`config.mk`:
```
export PLATFORM = sky130hd
export DESIGN_NAME = serial_subtractor
export DESIGN_NICKNAME = d
export VERILOG_FILES = /design/src/rtl/serial_subtractor.sv
export SDC_FILE = /design/constraint.sdc
export NUM_CORES = 1
export LEC_CHECK = 0
export BUFFER_PORTS_ARGS = -buffer_cell sky130_fd_sc_hd__buf_2
export CAP_MARGIN = 20
export CORE_MARGIN = 10
export CORE_UTILIZATION = 49
export CTS_BUF_LIST = sky130_fd_sc_hd__clkbuf_16
export DETAILED_ROUTE_END_ITERATION = 10
export GPL_TIMING_DRIVEN = 0
export HOLD_SLACK_MARGIN = 0.15
export PLACE_DENSITY = 0.74
export SLEW_MARGIN = 20
export SYNTH_ARGS = -nofsm -noshare
export SYNTH_HDL_FRONTEND = slang
export SYNTH_SLANG_ARGS = --single-unit
```
`constraint.sdc`:
```
create_clock -name clk -period 1.23 [get_ports clk]
set_input_delay 0.0615 -clock clk [delete_from_list [all_inputs] [get_ports clk]]
set_output_delay 0.0615 -clock clk [all_outputs]
set_load 0.01 [all_outputs]
```
`src/rtl/serial_subtractor.sv`:
```
// Bit-serial WIDTH-bit subtractor: one full-subtractor cell and a borrow flop, LSB first.
// Operands load on an accepted start; the result is presented in parallel with a done pulse.
module serial_subtractor #(
  parameter int WIDTH = 8
) (
  input  logic             clk,
  input  logic             rst_n,
  input  logic             start,
  input  logic [WIDTH-1:0] Data_in_A,
  input  logic [WIDTH-1:0] Data_in_B,
  input  logic             Data_in_Bin,
  output logic             busy,
  output logic             done,
  output logic [WIDTH-1:0] Data_out_Diff,
  output logic             Data_out_Borrow
);

  localparam int CNT_W = (WIDTH > 1) ? $clog2(WIDTH) : 1;
  localparam logic [CNT_W-1:0] LAST_BIT = CNT_W'(WIDTH - 1);

  typedef enum logic [1:0] {
    IDLE  = 2'd0,
    SHIFT = 2'd1,
    DONE  = 2'd2
  } state_t;

  state_t           state;
  state_t           state_nxt;

  logic [WIDTH-1:0] a_reg;
  logic [WIDTH-1:0] b_reg;
  logic [WIDTH-1:0] result_reg;
  logic [WIDTH-1:0] result_nxt;
  logic             borrow_reg;
  logic [CNT_W-1:0] count;

  logic             a_bit;
  logic             b_bit;
  logic             d_bit;
  logic             br_nxt;

  always_ff @(posedge clk or negedge rst_n) begin
    if (!rst_n) begin
      state <= IDLE;
    end else begin
      state <= state_nxt;
    end
  end

  always_comb begin
    state_nxt = state;
    case (state)
      IDLE:    if (start) state_nxt = SHIFT;
      SHIFT:   if (count == LAST_BIT) state_nxt = DONE;
      DONE:    state_nxt = IDLE;
      default: state_nxt = IDLE;
    endcase
  end

  always_comb begin
    busy = (state != IDLE);
  end

  // Full-subtractor cell on the current LSBs; the new difference bit enters at the MSB end
  always_comb begin
    a_bit      = a_reg[0];
    b_bit      = b_reg[0];
    d_bit      = a_bit ^ b_bit ^ borrow_reg;
    br_nxt     = (~a_bit & b_bit) | (~(a_bit ^ b_bit) & borrow_reg);
    result_nxt = result_reg >> 1;
    result_nxt[WIDTH-1] = d_bit;
  end

  always_ff @(posedge clk or negedge rst_n) begin
    if (!rst_n) begin
      a_reg           <= '0;
      b_reg           <= '0;
      result_reg      <= '0;
      borrow_reg      <= 1'b0;
      count           <= '0;
      Data_out_Diff   <= '0;
      Data_out_Borrow <= 1'b0;
    end else begin
      case (state)
        IDLE: begin
          if (start) begin
            a_reg      <= Data_in_A;
            b_reg      <= Data_in_B;
            borrow_reg <= Data_in_Bin;
            count      <= '0;
          end
        end
        SHIFT: begin
          a_reg      <= a_reg >> 1;
          b_reg      <= b_reg >> 1;
          result_reg <= result_nxt;
          borrow_reg <= br_nxt;
          count      <= count + 1'b1;
        end
        DONE: begin
          Data_out_Diff   <= result_reg;
          Data_out_Borrow <= borrow_reg;
        end
        default: ;
      endcase
    end
  end

  // done is registered so it rises as the outputs update and lasts one cycle
  always_ff @(posedge clk or negedge rst_n) begin
    if (!rst_n) begin
      done <= 1'b0;
    end else begin
      done <= (state == DONE);
    end
  end

endmodule

```
Word-level counts from Yosys, hierarchy flattened
Index checks and enable logic that the tools add are counted.

word-level totals
  word-level logic and storage cells = 38
  register bits = 40

operators by class
  equal/unequal tests = 5
  multiplexer cells = 11
  $add $sub $neg = 1
  reductions and logical operators = 5
  bitwise gates (word level) = 7

operators by type and width
  kind                   count
  $pmux W8 S2            2
  $mux W8                2
  $pmux W3 S2            1
  $mux W2                2
  $ne A2 B2 Y1 const B   2
  $pmux W2 S2            1
  $reduce_and A2 Y1      2
  $reduce_bool A2 Y1     2
  $add A3 B1 Y3 const B  1
  $eq A3 B3 Y1 const B   1
  $mux W3                1
  $and A1 B1 Y1          2
  $eq A2 B1 Y1 const B   1
  $eq A2 B2 Y1 const B   1
  $logic_not A2 Y1       1
  $not A1 Y1             2
  $pmux W1 S2            1
  $xor A1 B1 Y1          2
  $mux W1                1
  $or A1 B1 Y1           1

Longest topological paths before layout
  depth after elaboration = 5
  mapped depth = 5
  depth with buffers taken out = 4

Least setup slack after synthesis
OpenSTA, ideal clock, no wires.

  path type = flip-flop to flip-flop
  start point = register state[0]
  end point = register Data_out_Borrow
  path slack = -0.071 ns
  library setup time = 0.125 ns
  cell stages (with the launch flop) = 5
  required time = 1.105 ns
  arrival time = 1.176 ns
  path through = dfrtp_1 buf_6 nor2b_1 buf_2 mux2_2

on the way
  cells in the longest elaborated chain, start to end = 1

ends and longest elaborated chain
  element                 line  source
  start, declared         27    state_t state;
  start signal, assigned  46    state <= state_nxt;
  $eq A2 B2 Y1            84    case (state)
  end signal, assigned    102   Data_out_Borrow <= borrow_reg;
  end, declared           15    output logic Data_out_Borrow

Every way passes these cells.
A chain may end at the register's enable or synchronous reset.

Worst setup path after layout
  start point = register state[0]
  end point = output busy

on the way
  cells in the longest elaborated chain, start to end = 1

ends and longest elaborated chain
  element             line  source
  $reduce_bool A2 Y1  61    busy = (state != IDLE);
  end, declared       12    output logic busy,

Every way passes these cells.

==> summary.log <==
qor: power_and_ir_drop.vdd_drop_max 1.29 mV
qor: logic_synthesis.synthesis.yosys.warnings 0
qor: logic_synthesis.synthXorXnorAreaFrac 0
qor: clock_network.clkTransAtPathRegs 0.06 ns
qor: timing.grt_setup_unrepaired yes
qor: setup_path.crit_path_frequent_cell sky130_fd_sc_hd__buf_6
qor: floorplan.start_util 0.505
qor: detailed_routing.routed_wl 4380 microns
qor: clock_network.clkSinkCount 40
qor: setup_path.ff2ff_path_depth 4
qor: setup_path.worstPathCellList buf_6 -> buf_12 -> nor2_4 -> inv_2 -> buf_6
qor: logic_synthesis.synthDistinctLibCells 30
qor: placement.place_hpwl 2590 microns
qor: detailed_routing.initialDrtViolationCount 67
qor: status.status complete, but fails checks
qor: global_routing.first_global_vias 1438
qor: final_layout.num-nets-final 221
qor: logic_synthesis.synth_fp_nets 159
qor: detailed_routing.detail_route.wl_per_cell 17.7 microns
qor: timing.pnr_worst_setup_slack -0.115 ns
qor: logic_synthesis.synth-simple-area-share 0.140
qor: final_layout.multi_input_comb_area 867 sq um
qor: floorplan.die_area 0.00659 sq mm
qor: placement.gp_routability_congestion 0.775
qor: placement.count_of_input_and_output_buffers 30
qor: power_and_ir_drop.share_comb_of_total_power 0.449
qor: global_routing.global_route_wire_length_before_repair 7040 microns
qor: global_routing.global_route.overflow_total 0
qor: detailed_routing.drt_pass1_iterations 4
qor: setup_path.critPathArrivalTime 1.28 ns
qor: power_and_ir_drop.p_int 4.34 mW
qor: final_layout.layout-area-overhead-vs-synth 44.2%
qor: logic_synthesis.synth_top_family_by_area simple AND/OR/NAND/NOR gates
qor: final_layout.finish.cell_count_without_fillers 247
qor: logic_synthesis.synth.most_common_cell sky130_fd_sc_hd__dfrtp_1
qor: logic_synthesis.yosysTopAreaCellShare 0.545
qor: clock_network.clk_root_buffer_cell sky130_fd_sc_hd__clkbuf_16
qor: power_and_ir_drop.sw_frac_of_total 0.322
qor: setup_path.critPathSlowestCell sky130_fd_sc_hd__dfrtp_1
qor: job.drv.max_cap_violation_count 0
qor: timing.finalCriticalPeriod 1.35 ns
qor: power_and_ir_drop.totalPowerFinal 6.40 mW
qor: global_routing.number_of_antenna_violations_at_the_first_check_in_global_routing 0
qor: clock_network.clock_latency 0.28 ns
qor: setup_path.path_class reg -> out
qor: logic_synthesis.post_synth_mux_area_share 0.110
qor: worst_hold_path.min_from Data_in_B[5]
qor: floorplan.rows 22
qor: global_routing.maximum_number_of_pins_on_one_net_before_global_route_repair 41
qor: clock_network.htree_levels 2
qor: floorplan.die_x 81.2 microns
qor: setup_path.worstSetupStartpoint state[0]
qor: setup_path.crit_path_start_kind register
qor: logic_synthesis.synth_async_sr_flop_share 1.00
qor: final_layout.layout-drive-gt1-share 0.528
qor: placement.dp.cells 214
qor: timing.max_slew.worst_pin.slew 0.870 ns
qor: clock_network.clock_path_buffers 2
qor: logic_synthesis.postSynthAreaPerCell 13.5 sq um
qor: timing.slew_headroom 0.420
qor: power_and_ir_drop.switchingPower 2.06 mW
qor: logic_synthesis.yosysTopAreaCell sky130_fd_sc_hd__dfrtp_1
qor: setup_path.end_kind primary output
qor: logic_synthesis.synth_fa_ha_area_frac 0.0245
qor: floorplan.floorplan.io_pins 31
qor: power_and_ir_drop.leakage 1.20 nW
qor: logic_synthesis.postSynthRegisterBits 40
qor: setup_path.cpPeakStageDelay 0.42 ns
qor: setup_path.worst-path-max-fanout 8
qor: power_and_ir_drop.p_per_area 2420 mW/mm^2
qor: timing.finalSetupViolCount 32
qor: power_and_ir_drop.p_seq_frac 0.359
qor: timing.layout_worst_path_cycle_share 1.09
qor: power_and_ir_drop.power_frac_clock 0.192
qor: setup_path.critical_path.reg2reg.endpoint Data_out_Diff[5]
qor: logic_synthesis.syn-instance-count 136
qor: logic_synthesis.mappedNetlistArea 0.00184 sq mm
qor: logic_synthesis.synth_common_cells sky130_fd_sc_hd__dfrtp_1 (40), sky130_fd_sc_hd__mux2_2 (17), sky130_fd_sc_hd__inv_1 (9)
qor: timing.drv_slew 0
qor: floorplan.core_area 0.00363 sq mm
qor: timing.fmax 0.743 GHz
qor: global_routing.gr-usage-all-layers 0.137
qor: detailed_routing.detail_route.vias_per_cell 5.45
qor: floorplan.vertical_die_dimension 81.2 microns
qor: setup_path.register_to_register_setup_slack -0.11 ns
qor: final_layout.postLayoutCoreUtil 0.728
qor: placement.preCtsSetupSlack -0.162 ns
qor: final_layout.final.fill_count 242
qor: logic_synthesis.ys.flop_type sky130_fd_sc_hd__dfrtp_1
qor: clock_network.cts_buffers 5
qor: final_layout.fin_area 0.00265 sq mm
qor: timing.timing.final.hold_violations 0
qor: worst_hold_path.min_to b_reg[5]
qor: detailed_routing.drc 0
qor: placement.placed_cell_area 0.00209 sq mm
qor: setup_path.worst-endpoint-required 1.17 ns
qor: final_layout.insertedDiodeCount 0
qor: clock_network.tritoncts yes
qor: timing.fin_skew 0.00686 ns
qor: status.failed_checks setup timing
qor: logic_synthesis.synth_compound_gate_area_share 0.115
qor: logic_synthesis.main_area_contributors_after_synthesis sky130_fd_sc_hd__dfrtp_1 (55%), sky130_fd_sc_hd__mux2_2 (10%), sky130_fd_sc_hd__o221a_2 (4.3%)
qor: worst_hold_path.min_path_type in -> reg
qor: final_layout.area.sequential 0.00100 sq mm
qor: detailed_routing.antenna_left 0
qor: setup_path.timing.rr.start state[1]
qor: detailed_routing.dr_total_vias 1345
qor: worst_hold_path.timing.hold.worst_path_depth 3
qor: logic_synthesis.number_of_enable_type_register_cells_in_the_synthesized_netlist 0
qor: logic_synthesis.sequential_to_total_area_share_from_yosys_stat 0.545
per-stage QoR:
step                      hold WS, ns  setup TNS, ns
after floorplan                -0.234         -0.435
after global placement          0.216          -2.34
after detailed placement        0.231          -3.47
after CTS                       0.161          -2.25
after global routing            0.168          -3.60
final                           0.160          -2.44
logic make-up after synthesis:
| family | Yosys count |
|---|---|
| multiplexers | 18 |
| AND/OR/NAND/NOR | 32 |
| AO/OA/AOI/OAI | 22 |
| buffers and inverters | 21 |
| flip-flops | 40 |
| adder cells (fa/ha/maj) | 3 |
cell type report:
| cell class | count | area share |
|---|---|---|
| flip-flops and latches | 40 | 0.378 |
| multi-input cells | 75 | 0.328 |
| well taps | 48 | 0.0227 |
| clock buffers | 5 | 0.0473 |
| repair buffers | 56 | 0.156 |
| clock inverters | 3 | 0.00567 |
| inverters | 9 | 0.0128 |
| plain buffers | 11 | 0.0501 |
placed cells by master (no fill, tap or decap), drive strengths merged:
cell type    Yosys  routed
a211oi           7       7
a21oi            1       1
a222oi           1       1
a22o             2       2
a32o             1       1
and2             1       1
buf             10      53
bufbuf           0       1
clkbuf           2       6
clkinv           0       1
clkinvlp         0       1
dfrtp           40      40
dlygate4sd3      0      12
fa               1       1
ha               2       2
inv              9      10
mux2            17      17
mux2i            1       1
nand2            2       2
nand2b           3       3
nor2             1       1
nor2b            3       3
nor3b            7       7
nor4b            7       7
o211ai           1       1
o21ba            1       1
o21bai           1       1
o221a            7       7
or3b             1       1
or4b             7       7
worst max-delay path: cells and delay by family, from the launching register on:
kind	cells	cell delay (ns)
AND/OR/NAND/NOR	1	0.10
buffers and inverters	4	0.48
flip-flops	1	0.42
power by group through the flow:
stage                     registers [mW]  logic, mW  clock network (mW)
after detailed placement            2.30       2.13                   0
after global placement              2.27       2.04                   0
final                               2.30       2.87                1.23
after floorplan                     2.28       1.55                   0
after CTS                           2.29       2.66                1.25
after global routing                2.37       3.12                1.31
worst max path at each step:
stage / endpoint / slack (ns) / cells after the start
floorplan: Data_out_Borrow / -0.05 / 4
global placement: Data_out_Diff[7] / -0.12 / 4
detailed placement: b_reg[6] / -0.16 / 5
CTS: borrow_reg / -0.1 / 5
global route: busy / -0.16 / 5
finish: busy / -0.12 / 5
timing repair:
action	4_1_cts	5_1_grt
resized for setup	31	10
setup buffers	6	3
hold endpoints to repair	51	0
pin swaps	5	9
endpoints found under the setup margin	33	34
cloned	5	0
hold buffers	12	0
layer usage:
| layer | vias to the layer above | GRT usage | part of all wire |
|---|---|---|---|
| met4 | 0 | 0.0692 | 0.016 |
| met3 | 5 | 0.0375 | 0.049 |
| met5 | - | 0 | 0 |
| met2 | 31 | 0.221 | 0.51 |
| li1 | 619 | - | - |
| met1 | 690 | 0.165 | 0.43 |
Note: power is estimated with default switching activity, not from simulation.
